===== src/rtl/pc_ras.sv =====
// pc_ras: fetch-stage program counter with an integrated return-address stack.
// Supports sequential increment, relative branch, absolute jump, absolute and
// relative call (push link address) and return (pop link address). The stack
// is a circular buffer; pushing when full overwrites the oldest entry. Stack
// overflow and underflow are reported through sticky flags.
module pc_ras #(
  parameter int unsigned      WIDTH      = 32,
  parameter logic [WIDTH-1:0] START_ADDR = '0,
  parameter int unsigned      INCREMENT  = 4,
  parameter int unsigned      RAS_DEPTH  = 8
) (
  input  logic                         iClk,
  input  logic                         nRst,
  input  logic                         iEn,
  input  logic [2:0]                   iMode,
  input  logic [WIDTH-1:0]             iLoad,
  input  logic [WIDTH-1:0]             iOffset,
  input  logic                         iClrErr,
  output logic [WIDTH-1:0]             oPC,
  output logic [WIDTH-1:0]             oPC_tmp,
  output logic [WIDTH-1:0]             oRetAddr,
  output logic [$clog2(RAS_DEPTH):0]   oDepth,
  output logic                         oEmpty,
  output logic                         oFull,
  output logic                         oOverflow,
  output logic                         oUnderflow
);

  localparam int unsigned PtrW   = $clog2(RAS_DEPTH);
  localparam int unsigned DepthW = PtrW + 1;

  typedef enum logic [2:0] {
    ModeInc     = 3'd0,
    ModeBranch  = 3'd1,
    ModeJump    = 3'd2,
    ModeCall    = 3'd3,
    ModeCallRel = 3'd4,
    ModeRet     = 3'd5
  } mode_e;

  // Registered state
  logic [WIDTH-1:0]  pc_q, pc_d;
  logic [WIDTH-1:0]  tmp_q, tmp_d;
  logic [WIDTH-1:0]  stack_q [RAS_DEPTH];
  logic [PtrW-1:0]   wp_q, wp_d;
  logic [DepthW-1:0] depth_q, depth_d;
  logic              ovf_q, ovf_d;
  logic              unf_q, unf_d;

  // Datapath and decoded controls
  logic [WIDTH-1:0]  seq_sum;
  logic [WIDTH-1:0]  rel_sum;
  logic [PtrW-1:0]   top_idx;
  logic [WIDTH-1:0]  top_entry;
  logic              stk_empty;
  logic              stk_full;
  logic              push;
  logic              pop;
  logic              ovf_set;
  logic              unf_set;

  assign seq_sum   = pc_q + WIDTH'(INCREMENT);
  assign rel_sum   = pc_q + iOffset;
  // Pointer arithmetic wraps naturally because RAS_DEPTH is a power of two.
  assign top_idx   = wp_q - PtrW'(1);
  assign top_entry = stack_q[top_idx];
  assign stk_empty = (depth_q == '0);
  assign stk_full  = (depth_q == DepthW'(RAS_DEPTH));

  // Decode the operation into PC/tmp next values and stack controls.
  always_comb begin
    pc_d    = pc_q;
    tmp_d   = tmp_q;
    push    = 1'b0;
    pop     = 1'b0;
    ovf_set = 1'b0;
    unf_set = 1'b0;
    if (iEn) begin
      case (iMode)
        ModeBranch: begin
          pc_d  = rel_sum;
          tmp_d = rel_sum;
        end
        ModeJump: begin
          pc_d  = iLoad;
          tmp_d = seq_sum;
        end
        ModeCall: begin
          pc_d    = iLoad;
          tmp_d   = seq_sum;
          push    = 1'b1;
          ovf_set = stk_full;
        end
        ModeCallRel: begin
          pc_d    = rel_sum;
          tmp_d   = rel_sum;
          push    = 1'b1;
          ovf_set = stk_full;
        end
        ModeRet: begin
          tmp_d = seq_sum;
          if (stk_empty) begin
            // Fall through on underflow rather than jumping to a stale entry.
            pc_d    = seq_sum;
            unf_set = 1'b1;
          end else begin
            pc_d = top_entry;
            pop  = 1'b1;
          end
        end
        // INC and the reserved codes: advance only, tmp untouched.
        default: pc_d = seq_sum;
      endcase
    end
  end

  // Pointer, depth and sticky-flag next state; a set event beats a clear.
  always_comb begin
    wp_d    = wp_q;
    depth_d = depth_q;
    if (push) begin
      wp_d = wp_q + PtrW'(1);
      if (!stk_full) depth_d = depth_q + DepthW'(1);
    end else if (pop) begin
      wp_d    = top_idx;
      depth_d = depth_q - DepthW'(1);
    end
    ovf_d = (iClrErr ? 1'b0 : ovf_q) | ovf_set;
    unf_d = (iClrErr ? 1'b0 : unf_q) | unf_set;
  end

  // Control-state registers with asynchronous reset.
  always_ff @(posedge iClk or negedge nRst) begin
    if (!nRst) begin
      pc_q    <= START_ADDR;
      tmp_q   <= '0;
      wp_q    <= '0;
      depth_q <= '0;
      ovf_q   <= 1'b0;
      unf_q   <= 1'b0;
    end else begin
      pc_q    <= pc_d;
      tmp_q   <= tmp_d;
      wp_q    <= wp_d;
      depth_q <= depth_d;
      ovf_q   <= ovf_d;
      unf_q   <= unf_d;
    end
  end

  // Stack storage; entries are cleared on reset so a read never returns X.
  always_ff @(posedge iClk or negedge nRst) begin
    if (!nRst) begin
      for (int unsigned i = 0; i < RAS_DEPTH; i++) begin
        stack_q[i] <= '0;
      end
    end else if (push) begin
      stack_q[wp_q] <= seq_sum;
    end
  end

  assign oPC        = pc_q;
  assign oPC_tmp    = tmp_q;
  assign oRetAddr   = stk_empty ? '0 : top_entry;
  assign oDepth     = depth_q;
  assign oEmpty     = stk_empty;
  assign oFull      = stk_full;
  assign oOverflow  = ovf_q;
  assign oUnderflow = unf_q;

endmodule


===== config.mk =====
export PLATFORM = sky130hd
export DESIGN_NAME = pc_ras
export DESIGN_NICKNAME = d
export VERILOG_FILES = /design/src/rtl/pc_ras.sv
export SDC_FILE = /design/constraint.sdc
export NUM_CORES = 1
export LEC_CHECK = 0
export ABC_AREA = 1
export CAP_MARGIN = 20
export CORE_MARGIN = 2
export CORE_UTILIZATION = 34
export CTS_CLUSTER_SIZE = 8
export DETAILED_ROUTE_END_ITERATION = 10
export PLACE_DENSITY = 0.64
export SLEW_MARGIN = 20
export SYNTH_ARGS = -nofsm -noshare
export SYNTH_HDL_FRONTEND = slang
export SYNTH_SLANG_ARGS = --single-unit

===== constraint.sdc =====
create_clock -name iClk -period 6.8 [get_ports iClk]
set_input_delay 1.7 -clock iClk [delete_from_list [all_inputs] [get_ports iClk]]
set_output_delay 1.7 -clock iClk [all_outputs]
set_load 0.05 [all_outputs]

==> results.sh <==
export IMPL_ff2ff_setup_slack_ns=3.53
export IMPL_pwr_share_clk_pct=15.6
export IMPL_cts_hold_buf=0
export IMPL_synth_cell_types=47
export IMPL_r2r_end="oPC[0]"
export IMPL_timing_final_crit_share_pct=85.4
export IMPL_yosysSeqAreaShare_pct=44.0
export IMPL_reg2reg_from="wp_q[1]"
export IMPL_critical_path_slowest_cell="clkdlybuf4s50_1"
export IMPL_critPathTopFamily="buffers and inverters"
export IMPL_cts_buffer_depth=3
export IMPL_drive_above_1_share_pct=6.14
export IMPL_finalSetupViolCount=0
export IMPL_grt_pass1_vias=17770
export IMPL_fin_tns_setup_ns=0
export IMPL_cts_made_buffers=47
export IMPL_path_class="register to output port"
export IMPL_yosys_top_cells_area="dfrtp_1 (44%), nand2_1 (16%), o21ai_0 (7.8%)"
export IMPL_core_um2=54100
export IMPL_clkSlewWorstSetupHoldPaths_ns=0.05
export IMPL_cp_cell_sequence="inv_1 -> ha_4 -> inv_1 -> o21ai_0 -> o22ai_1 -> nor2_1 -> nor2_1 -> clkdlybuf4s50_1"
export IMPL_routed_via_density=5.28
export IMPL_cp_start_kind="register"
export IMPL_fp_dieW_um=239
export IMPL_post_route_min_period_ns=5.81
export IMPL_end_kind="output port"
export IMPL_post_synth_top_count_cell="nand2_1"
export IMPL_holdWs_ns=0.467
export IMPL_cts_tree="done"
export IMPL_first_iter_violations=1855
export IMPL_routed_wl_mm=65.7
export IMPL_hold_viol_final=0
export IMPL_yosysTopAreaCell="dfrtp_1"
export IMPL_yosysWarnings=0
export IMPL_vias=18037
export IMPL_ioPinCount=175
export IMPL_r2r_cells=11
export IMPL_clk_latency_ns=0.55
export IMPL_die_y_um=239
export IMPL_drc=0
export IMPL_diodes=0
export IMPL_grtUsageTotal_pct=22.8
export IMPL_cts_root_buf="clkbuf_16"
export IMPL_cts_resized_gates=0
export IMPL_syn_avg_cell_area_um2=7.18
export IMPL_synthTopCellsByCount="nand2_1 (795), dfrtp_1 (329), nor2_1 (303)"
export IMPL_synthCells=2608
export IMPL_switchingPower_uw=6960
export IMPL_routed_top_layer="met4"
export IMPL_grt_antenna_before_repair=0
export IMPL_io_buffers=174
export IMPL_syn_area_um2=18700
export IMPL_tightestPinTransition_ns=1.13
export IMPL_rows=85
export IMPL_synth_top_area_share_pct=44.0
export IMPL_maxSlewHeadroom_pct=24.4
export IMPL_drv_slew=0
export IMPL_synth_edff_count=0
export IMPL_grt_pass1_wl_mm=102
export IMPL_cts_sinks=329
export IMPL_power_leakage_uw=0.0106
export IMPL_fill_cells=5509
export IMPL_arrival_ns=4.11
export IMPL_synth_async_reset_ratio_pct=100
export IMPL_worst_path_stages=8
export IMPL_postCtsSetupRepairBufs=0
export IMPL_power_total_uw=13300
export IMPL_min_path_type="register to register"
export IMPL_wl_met3_mm=3.55
export IMPL_dr_wl_met2_mm=31.2
export IMPL_ant_nets=0
export IMPL_initial_core_util_pct=34.6
export IMPL_cp_data_required_time_ns=5.10
export IMPL_synth_ff_type="dfrtp_1"
export IMPL_grt_overflow_total=0
export IMPL_num_nets_final=2824
export IMPL_dieArea_um2=56900
export IMPL_crit_end="oRetAddr[5]"
export IMPL_p_int_uw=6350
export IMPL_place_gp_congestion=0.896
export IMPL_cp_slowest_stage_delay_ns=0.88
export IMPL_p_per_area_nw_per_um2=601
export IMPL_p_comb_share_pct=58.6
export IMPL_ys_ff_latch=329
export IMPL_syn_nets=2717
export IMPL_hpwl_mm=45.6
export IMPL_areaGrowthSynthToFinish_pct=18.4
export IMPL_startpoint="wp_q[1]"
export IMPL_timing_fmax_mhz=172
export IMPL_grt_max_degree=132
export IMPL_path_max_fanout=63
export IMPL_htree_levels=2
export IMPL_crit_buf_inv=3
export IMPL_netSwitchingFraction_pct=52.3
export IMPL_cap_violations=0
export IMPL_vdd_ir_drop_max_v=0.000449
export IMPL_rsz0062_at_grt="no"
export IMPL_seqPwrFrac_pct=25.9
export IMPL_met1Wirelength_mm=28.7
export IMPL_wl_per_cell_um=19.2
export IMPL_finalClockSkew_ns=0.0189
export IMPL_firstDrtPassIters=5
export IMPL_status="complete, no violations"
[sequential cells by signal (all words and copies together) (netlist names)]
| name | flops |
|---|---|
| stack_q | 256 |
| oUnderflow | 1 |
| oOverflow | 1 |
| oPC_tmp | 32 |
| wp_q | 3 |
| oPC | 32 |
| oDepth | 4 |
[worst min path at each step]
stage / depth (start not counted) / end / slack [ns] / from
3_5_place_dp: 2 / stack_q[108] / 0.46 / stack_q[108]
2_1_floorplan: 2 / stack_q[108] / 0.44 / stack_q[108]
3_3_place_gp: 2 / stack_q[108] / 0.46 / stack_q[108]
4_1_cts: 2 / stack_q[108] / 0.47 / stack_q[108]
6_report: 2 / stack_q[108] / 0.47 / stack_q[108]
5_1_grt: 2 / stack_q[236] / 0.49 / stack_q[236]
[metrics by stage]
stage / area (um^2) / std cells / utilization, % / worst slack, ns
after global placement: 20900 / 3361 / 38.6 / 1.63
after floorplan: 18700 / 2608 / - / 2.32
after CTS: 22100 / 3414 / 40.9 / 1.04
after global routing: 22100 / 3414 / 40.9 / 0.853
final: 22100 / 3414 / 40.9 / 0.991
after detailed placement: 20900 / 3362 / 38.6 / 1.63
[worst register-to-register path, cell delays in order, from the launching register on]
cell and delay (ns):
dfrtp_1 0.39, inv_1 0.20, ha_4 0.42, inv_1 0.84, o21ai_0 0.25, o22ai_1 0.21, nand2_1 0.09, a21oi_1 0.39
nand2_1 0.17, nand3_1 0.12, nand2_1 0.05, o21ai_1 0.07
[per-layer routing]
layer,global-route usage (%),vias up
met1,30.3,8642
met3,2.41,113
met2,38.3,650
li1,-,8632
met4,8.66,0
met5,0,-
[power by group through the flow]
stage	clock (uW)	combinational [uW]	sequential, uW
CTS	2110	7790	3420
floorplan	0	4800	3780
global placement	0	7680	3420
detailed placement	0	7770	3430
global route	2180	8430	3530
finish	2070	7800	3440
[cells in the final DEF (no fill, tap or decap), drive strengths merged, types with 49 or more instances in the layout]
master         netlist  layout
clkdlybuf4s50        0     144
nor2               316     316
nand2              804     804
nand3              100     100
clkbuf              87      51
dfrtp              329     329
a21oi               80      80
inv                208     207
buf                 48      49
o21ai              421     421
[cell type report]
class                           count  area [um^2]  share of cell area (%)
Tap cell                          696          871                    3.93
Clock inverter                      1         8.76                  0.0395
Timing Repair Buffer              193         1840                    8.30
Sequential cell                   329         8240                    37.2
Multi-Input combinational cell   1934         9170                    41.4
Inverter                          210          790                    3.56
Clock buffer                       51         1230                    5.57
[cell families (layout without fill, tap and decap cells)]
family / count (synthesis) / in the layout / share of synthesized area (%)
xor gates and xnor gates: 31 / 31 / 1.71
DFF: 329 / 329 / 44.0
AOI/OAI and AO/OA: 571 / 571 / 16.1
buffers and inverters: 345 / 455 / 7.23
muxes: 2 / 2 / 0.120
and+or+nand+nor: 1292 / 1292 / 28.2
adders and majority gates: 38 / 38 / 2.62
Power figures use the tool's default switching activity.
